--- config.mk ---
export PLATFORM = sky130hd
export DESIGN_NAME = mem_stage
export DESIGN_NICKNAME = d
export VERILOG_FILES = /design/src/rtl/mem_stage.sv
export SDC_FILE = /design/constraint.sdc
export NUM_CORES = 1
export LEC_CHECK = 0
export CORE_AREA = 2 2 261 263
export CTS_CLUSTER_DIAMETER = 100
export CTS_CLUSTER_SIZE = 12
export DETAILED_ROUTE_END_ITERATION = 8
export DIE_AREA = 0 0 263 265
export PLACE_DENSITY = 0.39
export SYNTH_ARGS = -nofsm -noshare
export SYNTH_HDL_FRONTEND = slang
export SYNTH_SLANG_ARGS = --single-unit
--- constraint.sdc ---
create_clock -name clk -period 2.6 [get_ports clk]
set_input_delay 0.52 -clock clk [delete_from_list [all_inputs] [get_ports clk]]
set_output_delay 0.52 -clock clk [all_outputs]
set_load 0.05 [all_outputs]
--- src/rtl/mem_stage.sv ---
// mem_stage: memory stage of the 5-stage 64-bit pipeline.
// Resolves branches, runs data-memory accesses over a req/ready handshake
// (stalling upstream while one is outstanding) and owns the MEM/WB register.
// Optional feature macro: MEM_MISALIGN_TRAP_EN (traps loads/stores whose
// address is not 8-byte aligned instead of sending them to memory).
module mem_stage #(
    parameter int unsigned TIMEOUT_CYCLES = 255
) (
    input  logic        clk,
    input  logic        reset,
    input  logic        RegWrite_MEM,
    input  logic        Branch_MEM,
    input  logic        Uncondbranch_MEM,
    input  logic        MemRead_MEM,
    input  logic        MemWrite_MEM,
    input  logic        Mem2Reg_MEM,
    input  logic        ALUzero_MEM,
    input  logic [4:0]  RD_MEM,
    input  logic [63:0] RegOutB_MEM,
    input  logic [63:0] ALUout_MEM,
    input  logic [63:0] PCtarget_MEM,
    input  logic        dmem_ready,
    input  logic [63:0] dmem_rdata,
    output logic        PCSrc,
    output logic [63:0] PCtarget,
    output logic        stall_MEM,
    output logic        dmem_req,
    output logic        dmem_we,
    output logic [63:0] dmem_addr,
    output logic [63:0] dmem_wdata,
    output logic        RegWrite_WB,
    output logic        Mem2Reg_WB,
    output logic [4:0]  RD_WB,
    output logic [63:0] ALUout_WB,
    output logic [63:0] MemData_WB,
    output logic [63:0] memtoregout_WB,
    output logic        mem_err,
    output logic        misalign_fault
);

    localparam logic [1:0] S_IDLE = 2'd0;
    localparam logic [1:0] S_WAIT = 2'd1;
    localparam logic [1:0] S_DONE = 2'd2;

    // Last WAIT cycle index before the access is abandoned.
    localparam logic [15:0] CNT_LAST = 16'(TIMEOUT_CYCLES - 1);

    logic [1:0]  state_q, state_d;
    logic [15:0] cnt_q, cnt_d;
    logic        mem_err_q, mem_err_d;
    logic [63:0] rbuf_q, rbuf_d;
    logic        regwrite_wb_q, regwrite_wb_d;
    logic        mem2reg_wb_q, mem2reg_wb_d;
    logic [4:0]  rd_wb_q, rd_wb_d;
    logic [63:0] aluout_wb_q, aluout_wb_d;
    logic [63:0] memdata_wb_q, memdata_wb_d;
`ifdef MEM_MISALIGN_TRAP_EN
    logic        mis_q, mis_d;
`endif

    logic memop;
    logic req_c, stall_c, fault_c, wb_kill;

    assign memop = MemRead_MEM | MemWrite_MEM;

`ifdef MEM_MISALIGN_TRAP_EN
    // A trapped access must not write the register file when it retires.
    assign wb_kill = mis_q;
`else
    assign wb_kill = 1'b0;
`endif

    // Next-state, handshake outputs and MEM/WB load values.
    always_comb begin
        state_d      = state_q;
        cnt_d        = cnt_q;
        mem_err_d    = mem_err_q;
        rbuf_d       = rbuf_q;
`ifdef MEM_MISALIGN_TRAP_EN
        mis_d        = mis_q;
`endif
        req_c        = 1'b0;
        stall_c      = 1'b0;
        fault_c      = 1'b0;
        // Default MEM/WB load is a bubble.
        regwrite_wb_d = 1'b0;
        mem2reg_wb_d  = 1'b0;
        rd_wb_d       = 5'd0;
        aluout_wb_d   = 64'd0;
        memdata_wb_d  = 64'd0;
        case (state_q)
            S_IDLE: begin
                if (memop) begin
                    stall_c = 1'b1;
`ifdef MEM_MISALIGN_TRAP_EN
                    if (ALUout_MEM[2:0] != 3'b000) begin
                        fault_c = 1'b1;
                        rbuf_d  = 64'd0;
                        mis_d   = 1'b1;
                        state_d = S_DONE;
                    end else begin
                        req_c   = 1'b1;
                        cnt_d   = 16'd0;
                        state_d = S_WAIT;
                    end
`else
                    req_c   = 1'b1;
                    cnt_d   = 16'd0;
                    state_d = S_WAIT;
`endif
                end else begin
                    regwrite_wb_d = RegWrite_MEM;
                    mem2reg_wb_d  = Mem2Reg_MEM;
                    rd_wb_d       = RD_MEM;
                    aluout_wb_d   = ALUout_MEM;
                end
            end
            S_WAIT: begin
                req_c   = 1'b1;
                stall_c = 1'b1;
                if (dmem_ready) begin
                    rbuf_d  = MemWrite_MEM ? 64'd0 : dmem_rdata;
                    state_d = S_DONE;
                end else if (cnt_q == CNT_LAST) begin
                    mem_err_d = 1'b1;
                    rbuf_d    = 64'd0;
                    state_d   = S_DONE;
                end else begin
                    cnt_d = cnt_q + 16'd1;
                end
            end
            S_DONE: begin
                regwrite_wb_d = RegWrite_MEM & ~wb_kill;
                mem2reg_wb_d  = Mem2Reg_MEM;
                rd_wb_d       = RD_MEM;
                aluout_wb_d   = ALUout_MEM;
                memdata_wb_d  = rbuf_q;
`ifdef MEM_MISALIGN_TRAP_EN
                mis_d         = 1'b0;
`endif
                state_d       = S_IDLE;
            end
            default: state_d = S_IDLE;
        endcase
    end

    // State and MEM/WB register; reset returns everything to idle/zero.
    always_ff @(posedge clk) begin
        if (reset) begin
            state_q       <= S_IDLE;
            cnt_q         <= 16'd0;
            mem_err_q     <= 1'b0;
            rbuf_q        <= 64'd0;
            regwrite_wb_q <= 1'b0;
            mem2reg_wb_q  <= 1'b0;
            rd_wb_q       <= 5'd0;
            aluout_wb_q   <= 64'd0;
            memdata_wb_q  <= 64'd0;
`ifdef MEM_MISALIGN_TRAP_EN
            mis_q         <= 1'b0;
`endif
        end else begin
            state_q       <= state_d;
            cnt_q         <= cnt_d;
            mem_err_q     <= mem_err_d;
            rbuf_q        <= rbuf_d;
            regwrite_wb_q <= regwrite_wb_d;
            mem2reg_wb_q  <= mem2reg_wb_d;
            rd_wb_q       <= rd_wb_d;
            aluout_wb_q   <= aluout_wb_d;
            memdata_wb_q  <= memdata_wb_d;
`ifdef MEM_MISALIGN_TRAP_EN
            mis_q         <= mis_d;
`endif
        end
    end

    // Handshake/flush outputs are held low while reset is asserted so
    // nothing escapes from a stage that is being cleared.
    assign stall_MEM      = stall_c & ~reset;
    assign dmem_req       = req_c & ~reset;
    assign dmem_we        = req_c & ~reset & MemWrite_MEM;
    assign misalign_fault = fault_c & ~reset;
    assign PCSrc          = (Uncondbranch_MEM | (Branch_MEM & ALUzero_MEM)) & ~stall_c & ~reset;
    assign PCtarget       = PCtarget_MEM;
    assign dmem_addr      = ALUout_MEM;
    assign dmem_wdata     = RegOutB_MEM;
    assign mem_err        = mem_err_q;
    assign RegWrite_WB    = regwrite_wb_q;
    assign Mem2Reg_WB     = mem2reg_wb_q;
    assign RD_WB          = rd_wb_q;
    assign ALUout_WB      = aluout_wb_q;
    assign MemData_WB     = memdata_wb_q;
    assign memtoregout_WB = mem2reg_wb_q ? memdata_wb_q : aluout_wb_q;

endmodule

==> results summary <==
The initial antenna violation count is 4. The number of nets handed over by synthesis was 1,117. Sequential elements use between 40% and 50% of the synthesized area.

The insertion delay of the later-clocked pin in the worst-skew pair is between 0.5 and 0.6 ns. The remaining design rule violation count came out at 0. In this run the standard cell core region covers around 67,000 um2. A synthesized cell averages 10.7 um2.

The net switching power came out at roughly 2.2 mW. The TritonCTS clock tree is yes. The worst setup path is captured at a primary output. The number of global-route vias before repair came out at around 7.0k. The worst hold path belongs to the class reg -> reg.

The arrival time reported for the critical path endpoint is 1.96 ns. The net count of the finished layout is between 1k and 1.5k. The number of endpoints failing setup at the final stage is 0. The internal portion of the total power is roughly 5.6 mW. The ratio of cells with drive above 1 in the final layout came out at approximately 22%. Setup repair after global routing left no endpoint under its margin. The area growth from synthesis to layout came out at 47.5%. Entering global routing, the biggest net connects between 70 and 80 pins. Sorting the synthesized cells by area gives the leading types as sky130_fd_sc_hd__dfxtp_1 (48%), sky130_fd_sc_hd__buf_4 (16%), sky130_fd_sc_hd__and2_1 (9.7%). The total detailed-routing wirelength came out at 34,400 um. The smallest hold slack is between 0.4 and 0.5 ns. STA classifies the critical path startpoint as a flip-flop. The proportion of power drawn by the clock network is 40.2%. The total overflow left after global routing is 0. The most common cell in the synthesized netlist is sky130_fd_sc_hd__dfxtp_1. The count of buffers added on input and output ports is 410. The hold buffer count at cts came out at 0.

The synthesized cell area is about 9000 um2. The proportion of power drawn by combinational gates came out at around 16%. The placed wire-length estimate is approximately 25,000 um. By startpoint and endpoint, the worst setup path is classified as reg -> out. The final number of hold-violating endpoints is 0. The number of nets with antenna violations after routing is 0. The initial standard-cell utilization of the core came out at between 10 and 15%. Synthesis inferred between 200 and 250 register bits. CTS saw 218 sinks. The first global-routing pass estimated 49,200 um of wire.

The placed instance count came out at around 1.9k. In this run, flip-flops and latches consume between 40 and 50% of the power. The synthesized design contains 0 enable-type register cells. The floorplan die area is about 70,000 um2. The number of max-cap violations is 0.

The count of final max-slew check failures was 0. The post-placement setup slack came out at 0.255 ns. The final instance count without filler cells came out at slightly below 2k. The average vias per placed instance came out at between 3 and 4. After detailed routing, the average wire length per cell comes to 17.8 um. The storage element area came out at 4370 um2. The first detailed-routing pass ran for 6 iterations. The number of buffers created by CTS is 23. After layout, the minimum clock period comes to 2.48 ns. The area of combinational cells with multiple inputs came out at ~2900 um2. The count of yosys warnings during synthesis came out at 0. The setup skew after layout came out at 0.0185 ns.

Synthesis handed over a netlist of approximately 840 instances. The root buffer cell chosen for the clock tree is sky130_fd_sc_hd__clkbuf_16. The relative max-transition margin came out at 62.4%. In this run the static leakage power is 5.08 nW. By count the netlist is led by sky130_fd_sc_hd__dfxtp_1 (218), sky130_fd_sc_hd__buf_4 (196), sky130_fd_sc_hd__and2_1 (140). The power density of the placed cells came out at 587 nW/um2.

The floorplan die width came out at between 200 and 300 um. For the final routed database, the setup TNS stands at 0 ns. The worst voltage drop across the vdd grid came out at roughly 0.39 mV.

Summed over all instances, the cell type with the most area after synthesis is sky130_fd_sc_hd__dfxtp_1. The share of synthesized area in the top cell type comes to 48.5%. In this run the deepest clock path goes through 3 buffers.

The flow ran to the end, and the final reports show no timing, DRC or antenna violations. Based on the critical path, the design can be clocked at up to about 0.4 GHz. The number of cell rows is 95. The clock slew seen by the registers of the worst setup and hold paths is around 0.070 ns. The routed layout has ~6.8k vias. Pin placement for this block handled between 600 and 700 I/O pins. The final critical-path setup slack came out at between 0.1 and 0.15 ns. The number of unique standard cell types used by synthesis is between 40 and 50. The switching share of power came out at 28.3%. After synthesis, the share of flip-flops with an asynchronous set or reset is 0%. In the synthesized netlist the dominant register cell turns out to be sky130_fd_sc_hd__dfxtp_1. The global placer's final weighted congestion came out at between 0.7 and 0.8. The post-route clock period utilization came out at 95.2%.

The global routing usage summed across all routing layers came out at 9.40%. The number of levels the H-tree was split into came out at 1. The biggest fanout along the worst timing path came out at 8.

After the first detailed-routing iteration, the DRC count stood at around 280. The number of fill cells in the layout came out at 7,312. The transition at the pin with the smallest max-transition slack came out at about 0.56 ns. The end-of-flow core utilization came out at just under 20%. The vertical extent of the die is approximately 270 um.

The required time of the worst setup path is ~2.1 ns.
[flip-flops by register name, summed over array words and instances, names as in the netlist]
register,flops
ALUout_WB,64
Mem2Reg_WB,1
MemData_WB,64
RD_WB,5
RegWrite_WB,1
cnt_q,16
mem_err,1
rbuf_q,64
state_q,2
[per-stage QoR]
stage | cell area (um2) | total power [mW]
after floorplan | 9010 | 4.77
after global placement | 12500 | 4.75
after detailed placement | 12500 | 4.75
after CTS | 13300 | 8.05
after global routing | 13300 | 8.17
final | 13300 | 7.80
[routing by layer]
layer | part of all wire, % | up-vias | track usage, %
li1 | - | 3142 | -
met5 | 0.12 | - | 0
met2 | 51 | 320 | 17.5
met1 | 38 | 3212 | 9.80
met3 | 6.7 | 112 | 2.69
met4 | 4.3 | 6 | 4.06
[cell type report]
type	instances	share of cell area (%)
well taps	873	8.23
diodes	1	0.0188
inverters	3	0.0942
clock inverters	5	0.547
repair buffers	434	31.6
clock buffers	24	4.36
multi-input cells	379	22.2
flip-flops and latches	218	32.9
[worst max-delay path: stages (launching register included)]
cell                            delay [ns]
sky130_fd_sc_hd__dfxtp_4              0.37
sky130_fd_sc_hd__buf_12               0.14
sky130_fd_sc_hd__buf_12               0.14
sky130_fd_sc_hd__mux2_2               0.33
sky130_fd_sc_hd__dlygate4sd2_1        0.42
[power groups by stage]
| stage | Combinational [mW] | Sequential [mW] | Clock (mW) |
|---|---|---|---|
| after floorplan | 1.14 | 3.64 | 0 |
| after global placement | 1.22 | 3.53 | 0 |
| after detailed placement | 1.21 | 3.54 | 0 |
| after CTS | 1.23 | 3.45 | 3.36 |
| after global routing | 1.27 | 3.46 | 3.44 |
| final | 1.21 | 3.45 | 3.13 |
[what timing repair did]
action,CTS,global route
setup buffers,4,0
endpoints found under the setup margin,65,0
resized for setup,26,0
[path summary, 6_finish.rpt]
check / slack, ns / from / cells after the start / to
min: 0.45 / rbuf_q[39] / 1 / MemData_WB[39]
min reg2reg: 0.45 / rbuf_q[39] / 1 / MemData_WB[39]
max reg2reg: 0.21 / cnt_q[0] / 7 / rbuf_q[7]
max: 0.12 / Mem2Reg_WB / 4 / memtoregout_WB[24]
[cell families (layout without fill, tap and decap cells)]
kind of cell / after synthesis / in the layout / synth area share [%]
buffers and inverters: 247 / 466 / 19.1
adders and majority gates: 2 / 2 / 0.278
muxes: 66 / 66 / 8.23
and+or+nand+nor: 201 / 201 / 13.6
DFF: 218 / 218 / 48.5
AOI/OAI and AO/OA: 109 / 109 / 10.3
other: 1 / 2 / 0.0417
[cells in the final DEF, fill, tap and decap left out, types with 3 or more instances in the layout]
cell	count
sky130_fd_sc_hd__nand4_1	4
sky130_fd_sc_hd__nor2_1	8
sky130_fd_sc_hd__nor3_1	7
sky130_fd_sc_hd__nor4_1	3
sky130_fd_sc_hd__clkbuf_16	23
sky130_fd_sc_hd__mux2_2	64
sky130_fd_sc_hd__clkdlybuf4s50_1	276
sky130_fd_sc_hd__nand3_1	8
sky130_fd_sc_hd__a21oi_1	8
sky130_fd_sc_hd__nand2_1	10
sky130_fd_sc_hd__a32o_1	64
sky130_fd_sc_hd__dfxtp_1	216
sky130_fd_sc_hd__a41oi_1	4
sky130_fd_sc_hd__a211oi_1	4
sky130_fd_sc_hd__and4_1	4
sky130_fd_sc_hd__buf_4	118
sky130_fd_sc_hd__nand2b_1	3
sky130_fd_sc_hd__buf_12	14
sky130_fd_sc_hd__dlygate4sd2_1	24
sky130_fd_sc_hd__a31oi_1	12
sky130_fd_sc_hd__o21ai_0	9
sky130_fd_sc_hd__and2_1	140
No activity file was read; power rests on OpenSTA's default activity.
